**config.mk**
```make
export PLATFORM = sky130hd
export DESIGN_NAME = demux_ctrl
export DESIGN_NICKNAME = d
export VERILOG_FILES = /design/src/rtl/demux_ctrl.sv
export SDC_FILE = /design/constraint.sdc
export NUM_CORES = 1
export LEC_CHECK = 0
export BUFFER_PORTS_ARGS = -buffer_cell sky130_fd_sc_hd__buf_2
export CORE_ASPECT_RATIO = 1.75
export CORE_MARGIN = 8
export CORE_UTILIZATION = 55
export DETAILED_ROUTE_END_ITERATION = 12
export PLACE_DENSITY = 0.77
export SLEW_MARGIN = 10
export SYNTH_ARGS = -nofsm -noshare
export SYNTH_HDL_FRONTEND = slang
export SYNTH_SLANG_ARGS = --single-unit
```
**constraint.sdc**
```tcl
create_clock -name clk -period 2.5 [get_ports clk]
set_input_delay 0.5 -clock clk [delete_from_list [all_inputs] [get_ports clk]]
set_output_delay 0.5 -clock clk [all_outputs]
set_load 0.005 [all_outputs]
```
**src/rtl/demux_ctrl.sv**
```systemverilog
// Sequencing controller for the 1-to-4 demux: one-entry hold buffer, per-lane
// pause handling, registered demux drive and per-lane fire counters.
module demux_ctrl #(
  parameter int unsigned DATA_WIDTH = 6,
  parameter int unsigned CNT_WIDTH  = 5
) (
  input  logic                  clk,
  input  logic                  reset_L,
  input  logic                  init,
  input  logic                  valid_in,
  input  logic [1:0]            dest_in,
  input  logic [DATA_WIDTH-1:0] data_in,
  output logic                  ready_out,
  input  logic [3:0]            pausa,
  output logic                  enb_dmux,
  output logic [1:0]            selector_dmux,
  output logic [DATA_WIDTH-1:0] entrada_dmux,
  input  logic                  req_cnt,
  input  logic [1:0]            idx_cnt,
  input  logic                  clr_cnt,
  output logic [CNT_WIDTH-1:0]  contador,
  output logic                  contador_valid,
  output logic                  idle
);

  localparam int unsigned NUM_LANES = 4;

  typedef enum logic [1:0] {
    ST_INICIO = 2'd0,
    ST_IDLE   = 2'd1,
    ST_ACTIVO = 2'd2,
    ST_PAUSA  = 2'd3
  } state_t;

  state_t                r_state;
  state_t                w_state_nxt;
  logic [1:0]            r_hold_dest;
  logic [DATA_WIDTH-1:0] r_hold_data;
  logic [CNT_WIDTH-1:0]  r_cnt [NUM_LANES];

  logic w_lane_paused;
  logic w_fire;
  logic w_accept;

  // Only the lane of the held word can stall it.
  assign w_lane_paused = pausa[r_hold_dest];
  assign w_fire        = (r_state == ST_ACTIVO) && !w_lane_paused;
  assign ready_out     = (r_state == ST_IDLE) || w_fire;
  assign w_accept      = valid_in && ready_out;

  always_comb begin
    w_state_nxt = r_state;
    case (r_state)
      ST_INICIO: if (init)     w_state_nxt = ST_IDLE;
      ST_IDLE:   if (w_accept) w_state_nxt = ST_ACTIVO;
      ST_ACTIVO: begin
        if (w_lane_paused)  w_state_nxt = ST_PAUSA;
        else if (!w_accept) w_state_nxt = ST_IDLE;
      end
      ST_PAUSA:  if (!w_lane_paused) w_state_nxt = ST_ACTIVO;
      default:   w_state_nxt = ST_INICIO;
    endcase
  end

  always_ff @(posedge clk or negedge reset_L) begin
    if (!reset_L) begin
      r_state        <= ST_INICIO;
      r_hold_dest    <= 2'd0;
      r_hold_data    <= '0;
      r_cnt          <= '{default: '0};
      idle           <= 1'b0;
      enb_dmux       <= 1'b0;
      selector_dmux  <= 2'd0;
      entrada_dmux   <= '0;
      contador       <= '0;
      contador_valid <= 1'b0;
    end else begin
      r_state <= w_state_nxt;
      idle    <= (w_state_nxt == ST_IDLE);

      if (w_accept) begin
        r_hold_dest <= dest_in;
        r_hold_data <= data_in;
      end

      enb_dmux <= w_fire;
      if (w_fire) begin
        selector_dmux <= r_hold_dest;
        entrada_dmux  <= r_hold_data;
      end

      // Clear wins over a coincident fire; the fired word is then not counted.
      if (clr_cnt) begin
        r_cnt <= '{default: '0};
      end else if (w_fire) begin
        r_cnt[r_hold_dest] <= r_cnt[r_hold_dest] + CNT_WIDTH'(1);
      end

      contador_valid <= req_cnt;
      if (req_cnt) begin
        contador <= r_cnt[idx_cnt];
      end
    end
  end

endmodule

```
==> out/results.ini, run 1 <==
[setup_path]
cp.required_ns = 2.00
critical_path.cell_chain = mux4_2 > nor2_4 > or2_2 > buf_2
worst_path_largest_cell_delay_ns = 0.63
r2r_slack_ns = 0.24
crit_path_max_fanout = 8
r2r-start = r_hold_dest[0]
r2r_cells = 5
cp-end-kind = output port
crit_arrival_ns = 1.85
slowest_stage = mux4_2
crit_type = flop to output port
r2r_end = r_cnt[4]
startpoint_type = flop
cp_num_buf_inv = 1
path_delay_family = multiplexers

[logic_synthesis]
synth_area_leaders = dfrtp_1 (54%), mux2_2 (11%), mux4_2 (9.5%), a211oi_1 (5.6%), nor2_1 (4.0%)
synth_area_mm2 = 0.00214
synthDistinctLibCells = 30
synth_top_area_share_pct = 53.8
seq_area_frac_synth_pct = 53.8
synthFlopType = dfrtp_1
synth-seq-cells = 46
yosys_warnings = 0
syn_inst = 149
yosys.area.top_type = dfrtp_1
synth-async-reset-ratio_pct = 100
synth_nets = 170
synth-edff-count = 0
avgSynthCellArea_um2 = 14.4

[power_and_ir_drop]
power_leakage_nw = 1.09
p_seq_share_pct = 47.3
vdd_ir_drop_max_uv = 689
swShare_pct = 33.6
internal_power_w = 0.00162
pwr-share-comb_pct = 34.1
p_clk_share_pct = 18.6
switchingPower_w = 0.000821
powerDensity_mw_per_mm2 = 994

[cts]
cts_hold_buffers = 0
clkLatencyLatePin_ns = 0.31
cts_buffer_depth = 2
post_cts_buffers = 0
clk_pin_slew_ns = 0.08
cts.root.buffer_cell = clkbuf_8
cts_tree = built
htreeDepth = 2
cts_made_buffers = 5
clkSinkCount = 46
post_cts_resized = 0

[placed_design]
io_buffers = 36
dpl.hpwl_mm = 3.38
dp_slack_ns = 0.260
place.gp.congestion = 0.864
placedInstanceArea_mm2 = 0.00237

[detailed_routing]
drc = 0
num_vias = 1420
post_drt_wl_per_cell_um = 19.1
drt_iter0_drc = 45
drt_wl_total_mm = 4.56
drtAntennaViolNets = 0
firstDrtPassIters = 4
routed_via_density = 5.97

[floorplan]
coreArea_mm2 = 0.00379
die_height_um = 98.5
dieArea_mm2 = 0.00622
fp.dieW_um = 63.2
rows = 30
io_pins = 37
start_util_pct = 56.5

[final_layout]
final_common_cell = dfrtp_1
area.growth.synth_to_final_pct = 14.6
final_area_mm2 = 0.00245
nNetsFinal = 210
layout_common_cells = dfrtp_1 (46), buf_2 (36), nor2_1 (23), mux2_2 (21), a211oi_1 (16)
drive_above_1_share_pct = 45.3
n_antenna_cell = 0

[outcome]
run_status = completed

[timing]
final_max_slew_viol_count = 0
fmax_mhz = 426
finalHoldViolations = 0
whs_ns = 0.348
tightest_slew_ns = 0.989
setup-violations-final = 0
setup_tns_ns = 0
worst_slack_ns = 0.150
rsz0062_at_grt = no
period_share_pct = 94.0
relSlewSlack_pct = 34.1
finClkSkew_ns = 0.0133
fin_crit_ns = 2.35

[global_route]
antenna_found_initial = 0
grt_overflow = 0
grt_pass1_wl_mm = 7.75
grt_start_max_net_pins = 47
grtUsageTotal_pct = 15.7
grt_pass1_vias = 1609

[worst_hold_path]
hold_path.class = input pin to asynchronous set/reset pin

[flow_run]
cap_violations = 0

[cells by family (layout without fill, tap and decap cells)]
family                     after synthesis  count (layout)  share of synthesized area (%)
xor gates and xnor gates                 3               3                           1.23
DFF                                     46              46                           53.8
buffers and inverters                    6              47                           1.75
adders and majority gates                1               1                          0.584
muxes                                   36              36                           24.8
AOI/OAI and AO/OA                       21              21                           7.60
and+or+nand+nor                         36              36                           10.2
[layer usage]
layer | GRT usage [%] | up-vias | share of wire, %
met4 | 8.48 | 0 | 2.4
met2 | 27.8 | 48 | 54
met3 | 5.34 | 10 | 7.0
li1 | - | 639 | -
met1 | 15.7 | 723 | 37
met5 | 0 | - | 0
[cell type report]
type / instances / area, µm²
clock inverter: 2 / 13.8
fill: 292 / 1340
multi-input combinational: 97 / 952
tap: 48 / 60.1
timing repair buffer: 39 / 203
clock buffer: 6 / 72.6
sequential: 46 / 1150
[sequential cells by signal (all words and copies together) (netlist names)]
register        flops
contador            5
contador_valid      1
enb_dmux            1
entrada_dmux        6
idle                1
r_cnt              20
r_hold_data         6
r_hold_dest         2
r_state             2
selector_dmux       2
[worst max-delay path by stage]
stage,start,endpoint,slack [ns],cells after the start
floorplan,pausa[3],ready_out,0.54,4
finish,r_hold_dest[0],ready_out,0.15,4
CTS,r_hold_dest[0],ready_out,0.13,4
detailed placement,r_hold_dest[0],r_cnt[4],0.26,5
global route,r_hold_dest[0],ready_out,0.07,4
global placement,r_hold_dest[0],r_cnt[4],0.38,5
[stage by stage]
step | util [%] | cells | total power (W)
3_3_place_gp | 62.4 | 230 | 0.00195
5_1_grt | 64.7 | 238 | 0.00259
6_report | 64.7 | 238 | 0.00244
3_5_place_dp | 62.4 | 230 | 0.00201
2_1_floorplan | - | 149 | 0.00173
4_1_cts | 64.7 | 238 | 0.00247
[synth_stat cells, types with 2 or more instances]
cell	count
a211oi_1	16
buf_4	2
clkbuf_1	3
dfrtp_1	46
mux2_2	21
mux2i_1	4
mux4_1	2
mux4_2	9
nand3_2	2
nor2_1	23
xor2_1	2
[power by group through the flow]
stage | Combinational, W | Clock (W) | Sequential (W)
detailed placement | 0.000843 | 0 | 0.00117
global placement | 0.000807 | 0 | 0.00114
floorplan | 0.000638 | 0 | 0.00109
finish | 0.000832 | 0.000453 | 0.00115
CTS | 0.000846 | 0.000468 | 0.00115
global route | 0.000907 | 0.000493 | 0.00119
Power figures use the tool's default switching activity.
==> run 2: changes to the inputs <==
--- a/config.mk
+++ b/config.mk
@@ -8,9 +8,9 @@
 export BUFFER_PORTS_ARGS = -buffer_cell sky130_fd_sc_hd__buf_2
 export CORE_ASPECT_RATIO = 1.75
 export CORE_MARGIN = 8
-export CORE_UTILIZATION = 55
+export CORE_UTILIZATION = 59
 export DETAILED_ROUTE_END_ITERATION = 12
-export PLACE_DENSITY = 0.77
+export PLACE_DENSITY = 0.82
 export SLEW_MARGIN = 10
 export SYNTH_ARGS = -nofsm -noshare
 export SYNTH_HDL_FRONTEND = slang
==> constraint.sdc (replaced) <==
create_clock -name clk -period 2.8 [get_ports clk]
set_input_delay 0.56 -clock clk [delete_from_list [all_inputs] [get_ports clk]]
set_output_delay 0.56 -clock clk [all_outputs]
set_load 0.005 [all_outputs]
==> run 2 against run 1 <==
  * Critical path depth is the same
  * Via count is 2.0% higher
  * Critical endpoint unchanged
  * Cell area is 0.41% higher
  * Highest routed layer unchanged
  * Critical path type unchanged
  * Worst setup slack better by 0.11 ns
==> out/results.ini, run 2 (synthesis results as in run 1) <==
[outcome]
run_status = completed

[final_layout]
fin_util_pct = 69.2  ; +4.6 points
n_antenna_cell = 0  ; unchanged
area.growth.synth_to_final_pct = 15.0
drive_above_1_share_pct = 44.4  ; -0.82 points
fillers = 265  ; -9.2%
final_common_cell = dfrtp_1
top_regs = r_cnt (20), entrada_dmux (6), r_hold_data (6)
layout_common_cells = dfrtp_1 (46), buf_2 (36), nor2_1 (23), mux2_2 (21), a211oi_1 (16)
largest_register = r_cnt
nNetsFinal = 209  ; -0.48%
largest_reg_flops = 20  ; unchanged

[timing]
worst_slack_ns = 0.259  ; +0.108 ns
relSlewSlack_pct = 34.8  ; +0.71 points
setup_tns_ns = 0  ; unchanged
fmax_mhz = 393
tightest_slew_ns = 0.978  ; -0.0107 ns
setup-violations-final = 0  ; unchanged
fin_crit_ns = 2.54
period_share_pct = 90.8
final_max_slew_viol_count = 0  ; unchanged
rsz0062_at_grt = no
whs_ns = 0.419  ; +0.0704 ns
finClkSkew_ns = 0.00803  ; -0.00530 ns
finalHoldViolations = 0  ; unchanged

[cts]
clkLatencyLatePin_ns = 0.30  ; about the same
cts.root.buffer_cell = clkbuf_8
post_cts_buffers = 0  ; unchanged
cts_buffer_depth = 2  ; unchanged
cts_tree = built
htreeDepth = 2  ; unchanged
post_cts_resized = 0  ; unchanged
cts_hold_buffers = 0  ; unchanged
cts_made_buffers = 5  ; unchanged
clkSinkCount = 46  ; unchanged
clk_pin_slew_ns = 0.08  ; about the same

[setup_path]
crit_path_max_fanout = 12  ; +4
r2r_slack_ns = 0.45  ; +0.21 ns
critical_path.cell_chain = mux4_2 > nor2_4 > or2_2 > buf_2
cp_num_buf_inv = 1  ; unchanged
r2r_cells = 4  ; -1
path_delay_family = flip-flops
r2r_end = r_cnt[12]
cp-end-kind = output port
startpoint_type = flop
crit_type = flop to output port
cp.required_ns = 2.24  ; +0.24 ns
slowest_stage = dfrtp_1
r2r-start = r_hold_dest[0]
crit_arrival_ns = 1.98  ; +0.13 ns
worst_path_largest_cell_delay_ns = 0.69  ; +0.06 ns

[floorplan]
dieArea_mm2 = 0.00589  ; -5.4%
die_height_um = 95.7  ; -2.9%
fp.dieW_um = 61.5  ; -2.6%
rows = 29  ; -3.3%
io_pins = 37  ; unchanged
coreArea_mm2 = 0.00356  ; -6.2%
start_util_pct = 60.2  ; +3.7 points

[detailed_routing]
drtAntennaViolNets = 0  ; unchanged
routed_via_density = 6.16  ; +3.3%
firstDrtPassIters = 4  ; unchanged
drt_wl_total_mm = 4.59  ; +0.66%
drc = 0  ; unchanged
num_vias = 1448  ; +2.0%
post_drt_wl_per_cell_um = 19.5  ; +1.9%
drt_iter0_drc = 46  ; +2.2%

[global_route]
antenna_found_initial = 0  ; unchanged
grt_pass1_vias = 1637  ; +1.7%
grt_overflow = 0  ; unchanged
grt_start_max_net_pins = 47  ; unchanged
grt_pass1_wl_mm = 7.75  ; unchanged
grtUsageTotal_pct = 18.0  ; +2.3 points

[worst_hold_path]
hold_path.class = input pin to asynchronous set/reset pin

[placed_design]
place.gp.congestion = 0.777  ; -10%
dp_slack_ns = 0.456  ; +0.196 ns
dpl.hpwl_mm = 3.49  ; +3.1%
io_buffers = 36  ; unchanged

[power_and_ir_drop]
power_leakage_nw = 1.09  ; +0.23%
vdd_ir_drop_max_uv = 658  ; -4.5%
powerDensity_mw_per_mm2 = 912  ; -8.3%

[flow_run]
cap_violations = 0  ; unchanged

-- run 2: cell types whose count changed in the layout (fill, tap and decap cells not counted), sizes merged --
cell    before  now
clkinv       2    0
buf         39   38
bufinv       0    1
clkbuf       6    7
-- run 2: worst register-to-register path: cells and delay by family, from the launching register on --
family,cells,cell delay (ns)
compound gates,1,0.14
xor+xnor,1,0.34
fa+ha+maj,1,0.27
flops,1,0.69
mux,1,0.76
-- run 2: worst max path at each step --
stage	start	endpoint	slack, ns	cells past startpoint
2_1_floorplan	pausa[3]	ready_out	0.72	4
3_3_place_gp	r_hold_dest[0]	r_cnt[4]	0.55	5
3_5_place_dp	r_hold_dest[0]	r_cnt[2]	0.46	4
4_1_cts	r_hold_dest[0]	ready_out	0.25	4
5_1_grt	r_hold_dest[0]	ready_out	0.17	4
6_report	r_hold_dest[0]	ready_out	0.26	4
-- run 2: layout make-up --
| cell class | count | area [µm²] | area share (%) |
|---|---|---|---|
| Clock buffer | 7 | 76.3 | 3.10 |
| Clock inverter | 1 | 30.0 | 1.22 |
| Multi-Input combinational cell | 97 | 952 | 38.7 |
| Sequential cell | 46 | 1150 | 46.7 |
| Tap cell | 46 | 57.6 | 2.34 |
| Timing Repair Buffer | 38 | 195 | 7.93 |
-- run 2: routing by layer --
layer	vias up	global-route usage [%]	share of wire, %
met5	-	0	0
met4	0	9.94	3.0
li1	636	-	-
met3	12	5.27	7.0
met1	729	18.3	36
met2	71	31.3	54
-- run 2: power by group --
| part | leakage [nW] | internal [W] | switching (W) |
|---|---|---|---|
| combinational | 0.442 | 0.000405 | 0.000326 |
| clock | 0.0524 | 0.000267 | 0.000208 |
| sequential | 0.596 | 0.000856 | 0.000184 |
| total | 1.09 | 0.00153 | 0.000718 |
-- run 2: stage by stage --
stage / std cells / cell area, µm² / power (W)
final: 235 / 2460 / 0.00225
after global routing: 235 / 2460 / 0.00238
after floorplan: 149 / 2140 / 0.00155
after detailed placement: 227 / 2360 / 0.00179
after global placement: 227 / 2360 / 0.00173
after CTS: 235 / 2460 / 0.00227
